$ cat src/rtl/sigmoid_alippi_pwl_pkg.sv
// sigmoid_pkg: shared widths and types for the power-of-two PWL sigmoid
package sigmoid_pkg;
    localparam int DEF_INT_BITS = 7;
    localparam int DEF_FRAC_BITS = 8;
    localparam int IN_W = 1 + DEF_INT_BITS + DEF_FRAC_BITS;
    localparam int OUT_W = DEF_FRAC_BITS + 1;
    localparam int N_W = DEF_FRAC_BITS + 2;
    typedef logic signed [IN_W-1:0] act_t;
    typedef logic [OUT_W-1:0] sig_t;
endpackage

$ cat src/rtl/sigmoid_alippi_pwl_abs.sv
// twos_complement_abs: saturated magnitude and sign of a two's-complement value
module twos_complement_abs
    import sigmoid_pkg::*;
#(
    parameter int W = IN_W
) (
    input  logic [W-1:0] x_i,
    output logic [W-2:0] mag_o,
    output logic         neg_o
);
    logic [W-1:0] m;
    // negate when negative; only the most-negative code overflows, so clamp it
    always_comb begin
        neg_o = x_i[W-1];
        m = neg_o ? -x_i : x_i;
        mag_o = m[W-1] ? '1 : m[W-2:0];
    end
endmodule

$ cat src/rtl/sigmoid_alippi_pwl.sv
// sigmoid_alippi_pwl: registered multiplier-free PWL sigmoid, one cycle latency
module sigmoid_alippi_pwl
    import sigmoid_pkg::*;
#(
    parameter int INT_BITS = DEF_INT_BITS,
    parameter int FRAC_BITS = DEF_FRAC_BITS
) (
    input  logic                            clk,
    input  logic                            rst,
    input  logic                            in_valid_i,
    input  logic [INT_BITS+FRAC_BITS:0]     x_i,
    output logic                            out_valid_o,
    output logic [FRAC_BITS:0]              y_o
);
    localparam int XW = 1 + INT_BITS + FRAC_BITS;
    localparam int YW = FRAC_BITS + 1;
    localparam int NW = FRAC_BITS + 2;
    logic [XW-2:0]     mag;
    logic              neg;
    logic [NW-1:0]     n;
    logic [NW-1:0]     s;
    logic [INT_BITS:0] sh;
    logic [YW-1:0]     y_d;
    logic [YW-1:0]     y_q;
    logic              vld_q;

    twos_complement_abs #(.W(XW)) u_abs (
        .x_i   (x_i),
        .mag_o (mag),
        .neg_o (neg)
    );

    // n = 0.5 - F/4 scaled by 2^(FRAC+2), shifted down by I+2; mirror for x >= 0
    always_comb begin
        n = NW'(2 ** (FRAC_BITS + 1)) - NW'(mag[FRAC_BITS-1:0]);
        sh = {1'b0, mag[XW-2:FRAC_BITS]} + (INT_BITS + 1)'(2);
        s = (sh >= (INT_BITS + 1)'(NW)) ? '0 : n >> sh;
        y_d = neg ? s[YW-1:0] : YW'(2 ** FRAC_BITS) - s[YW-1:0];
    end

    // output register: valid follows input, y holds across invalid cycles
    always_ff @(posedge clk) begin
        if (rst) begin
            y_q <= '0;
            vld_q <= 1'b0;
        end else begin
            vld_q <= in_valid_i;
            if (in_valid_i) y_q <= y_d;
        end
    end

    assign y_o = y_q;
    assign out_valid_o = vld_q;
endmodule

$ cat config.mk
export PLATFORM = sky130hd
export DESIGN_NAME = sigmoid_alippi_pwl
export DESIGN_NICKNAME = d
export VERILOG_FILES = /design/src/rtl/sigmoid_alippi_pwl_pkg.sv /design/src/rtl/sigmoid_alippi_pwl_abs.sv /design/src/rtl/sigmoid_alippi_pwl.sv
export SDC_FILE = /design/constraint.sdc
export NUM_CORES = 1
export LEC_CHECK = 0
export ABC_AREA = 1
export ABC_CLOCK_PERIOD_IN_PS = 5300
export CAP_MARGIN = 0
export CORE_UTILIZATION = 25
export CTS_CLUSTER_DIAMETER = 150
export CTS_CLUSTER_SIZE = 10
export DETAILED_ROUTE_END_ITERATION = 7
export GPL_ROUTABILITY_DRIVEN = 0
export GPL_TIMING_DRIVEN = 1
export SLEW_MARGIN = 0
export SYNTH_ARGS = -nofsm -noshare
export SYNTH_HDL_FRONTEND = slang
export SYNTH_SLANG_ARGS = --single-unit
$ cat constraint.sdc
create_clock -name clk -period 5.3 [get_ports clk]
set_input_delay 1.325 -clock clk [delete_from_list [all_inputs] [get_ports clk]]
set_output_delay 1.325 -clock clk [all_outputs]
set_load 0.1 [all_outputs]
==> flow_summary.ini <==
[yosys]
ys_ff_latch = 10
synth_area_leader_cell = nand2_1
synthArstFlopShare_pct = 0
netlist_area_um2 = 1732
synthCells = 307
synth_area_per_cell_um2 = 5.641
syn_nets = 329
ys.flop_type = dfxtp_1
synth_top_area_share_pct = 20.16
ys_seq_area_share_pct = 11.56
synth_edf_count = 0
yosysMostFrequentCell = nand2_1
yosys-top-cells-area = nand2_1 (20%), nand3_1 (12%), dfxtp_1 (12%)
synthDistinctLibCells = 31
ys_warn_count = 0
synthTopCellsByCount = nand2_1 (93), nand3_1 (42), inv_1 (38), nor2_1 (37), a21oi_1 (13)

[placed_design]
placed_area_um2 = 2052
dp_hpwl_um = 3396
port_buffers = 28

[clock_tree]
cts_made_buffers = 3
cts_hold_buffers = 0
clock_sinks = 10
cts-root-buf = clkbuf_8
clk_pin_slew_ps = 50
cts_resized = 0
cts_tree = yes
htree_levels = 1
ctsLongestPathBuffers = 2
postCtsSetupBuffers = 0
clk-insertion-delay-late_ps = 230

[pwr]
p_total_uw = 316.0
power_per_cell_area_nw_per_um2 = 151.0
leakage_nw = 1.074
ir_drop_v = 0.00005774

[cells_and_area]
nFillCells = 737
fin_util_pct = 32.05
n_antenna_cell = 0
layout-drive-gt1-share_pct = 14.76
stdcell_area_um2 = 2093
fin_nets = 356
area_growth_pct = 20.88

[worst_setup_path]
r2r.worst_path.cells = 4
end_kind = flip-flop
criticalPathCategory = input pin to flip-flop
cp-start-kind = input pin
timing.rr.end = y_o[3]
required_ps = 5430
rr_startpoint = y_o[3]
cp.arrival_ps = 4770
ff2ff_setup_slack_ps = 4650
crit_path_max_fanout = 7

[status]
status = finished, final reports clean

[drt]
vias = 1921
drc = 0
drt_iter0_drc = 113
avgRoutedWirePerCell_um = 10.29
dr.pass1.iters = 4
via_per_inst = 4.697
final_antenna_net_count = 0
routed_wl_um = 4210

[grt]
grt_pass1_vias = 1754
grt_pass1_wl_um = 7369
grt_max_degree = 31
grt_antenna_before_repair = 0
gr-total-overflow = 0
gr-usage-all-layers_pct = 12.11

[sta]
period_share_pct = 87.59
timing.fmax_mhz = 215.4
rsz0062_at_grt = no
min_period_ps = 4642
hold_viol = 0
tns_ps = 0
setup_viol = 0
maxSlewViolCount = 0
maxSlewHeadroom_pct = 35.43
max_slew.worst_pin.slew_ps = 965.6
skew_ps = 0

[hold_path]
worstHoldEndpoint = y_o[1]
whs_path_depth = 2
hold_start = y_o[1]
hold_class = flip-flop to flip-flop

[die]
ios = 29
core-area_um2 = 6531
die_area_um2 = 7263
rows = 29
chipHeight_um = 85.23
initial_core_util_pct = 26.51
die_w_um = 85.23

[job]
cap_violations = 0
[registers in the layout, summed over array words and instances, names as in the netlist]
register	cells
y_o	9
out_valid_o	1
[routing by layer]
layer / track usage, % / vias to the layer above / wire, um
li1: - / 1032 / -
met1: 15.84 / 856 / 2072
met2: 21.19 / 31 / 1958
met3: 1.848 / 2 / 156
met4: 2.157 / 0 / 23
met5: 0 / - / 0
[area by class of cell]
cell class                      count  area, um^2  area share [%]
Timing Repair Buffer               29       287.8           13.75
Sequential cell                    10       200.2           9.564
Tap cell                           77       96.34           4.603
Clock buffer                        3       41.29           1.973
Inverter                           43       182.7           8.727
Multi-Input combinational cell    247        1285           61.39
[layout by cell type, fill, tap and decap left out, drive strengths merged]
master         count
nand2            105
nand3             54
nor2              50
inv               41
clkdlybuf4s50     28
a21oi             14
dfxtp             10
o21ai              8
nand4              5
ha                 3
clkbuf             3
xor2               2
clkinv             1
nor3               1
and2               1
bufinv             1
o21a               1
o211ai             1
a41oi              1
o21bai             1
buf                1
[logic make-up (layout without fill, tap and decap cells)]
group / Yosys count / count (layout) / share of synthesized area, %
AOI/OAI and AO/OA: 26 / 26 / 8.382
and+or+nand+nor: 216 / 216 / 62.64
xor gates and xnor gates: 2 / 2 / 1.012
DFF: 10 / 10 / 11.56
buffers and inverters: 50 / 75 / 14.23
adders and majority gates: 3 / 3 / 2.168
[worst max-delay path, stage by stage]
cell and delay, ps:
clkdlybuf4s50_1 400, inv_1 120, ha_1 240, nand2_1 110, nor2_4 160, nand2_1 80, nand2_1 70, nor2_1 50
nor3_2 250, bufinv_8 240, ha_1 260, inv_1 50, nand2_1 50, a21oi_1 130, nand2_1 120, inv_1 150
nand3_1 150, ha_1 270, nor2_1 160, xor2_1 180, nand2_1 60, o211ai_1 90, inv_1 50
[how the worst max path moves through the flow]
| stage | start | end | cells past startpoint |
|---|---|---|---|
| 2_1_floorplan | x_i[0] | y_o[2] | 22 |
| 3_3_place_gp | x_i[0] | y_o[2] | 23 |
| 3_5_place_dp | x_i[0] | y_o[2] | 23 |
| 4_1_cts | x_i[0] | y_o[2] | 23 |
| 5_1_grt | x_i[0] | y_o[2] | 23 |
| 6_report | x_i[0] | y_o[2] | 23 |
[where the power goes]
part,internal [mW],leakage (nW),switching (mW),total [mW]
registers,0.0798,0.0824,0.00198,0.0817
clock network,0.0496,0.0216,0.0281,0.0777
logic,0.0521,0.970,0.104,0.157
total,0.181,1.07,0.135,0.316
[metrics by stage]
step	hold WS (ps)	setup WS (ps)	std cells
3_3_place_gp	455.5	560.5	406
5_1_grt	474.6	377.1	409
4_1_cts	464.5	689.3	409
6_report	464.6	658.0	409
2_1_floorplan	898.4	1195	307
3_5_place_dp	457.0	463.7	406
(Power assumes the default switching activity.)
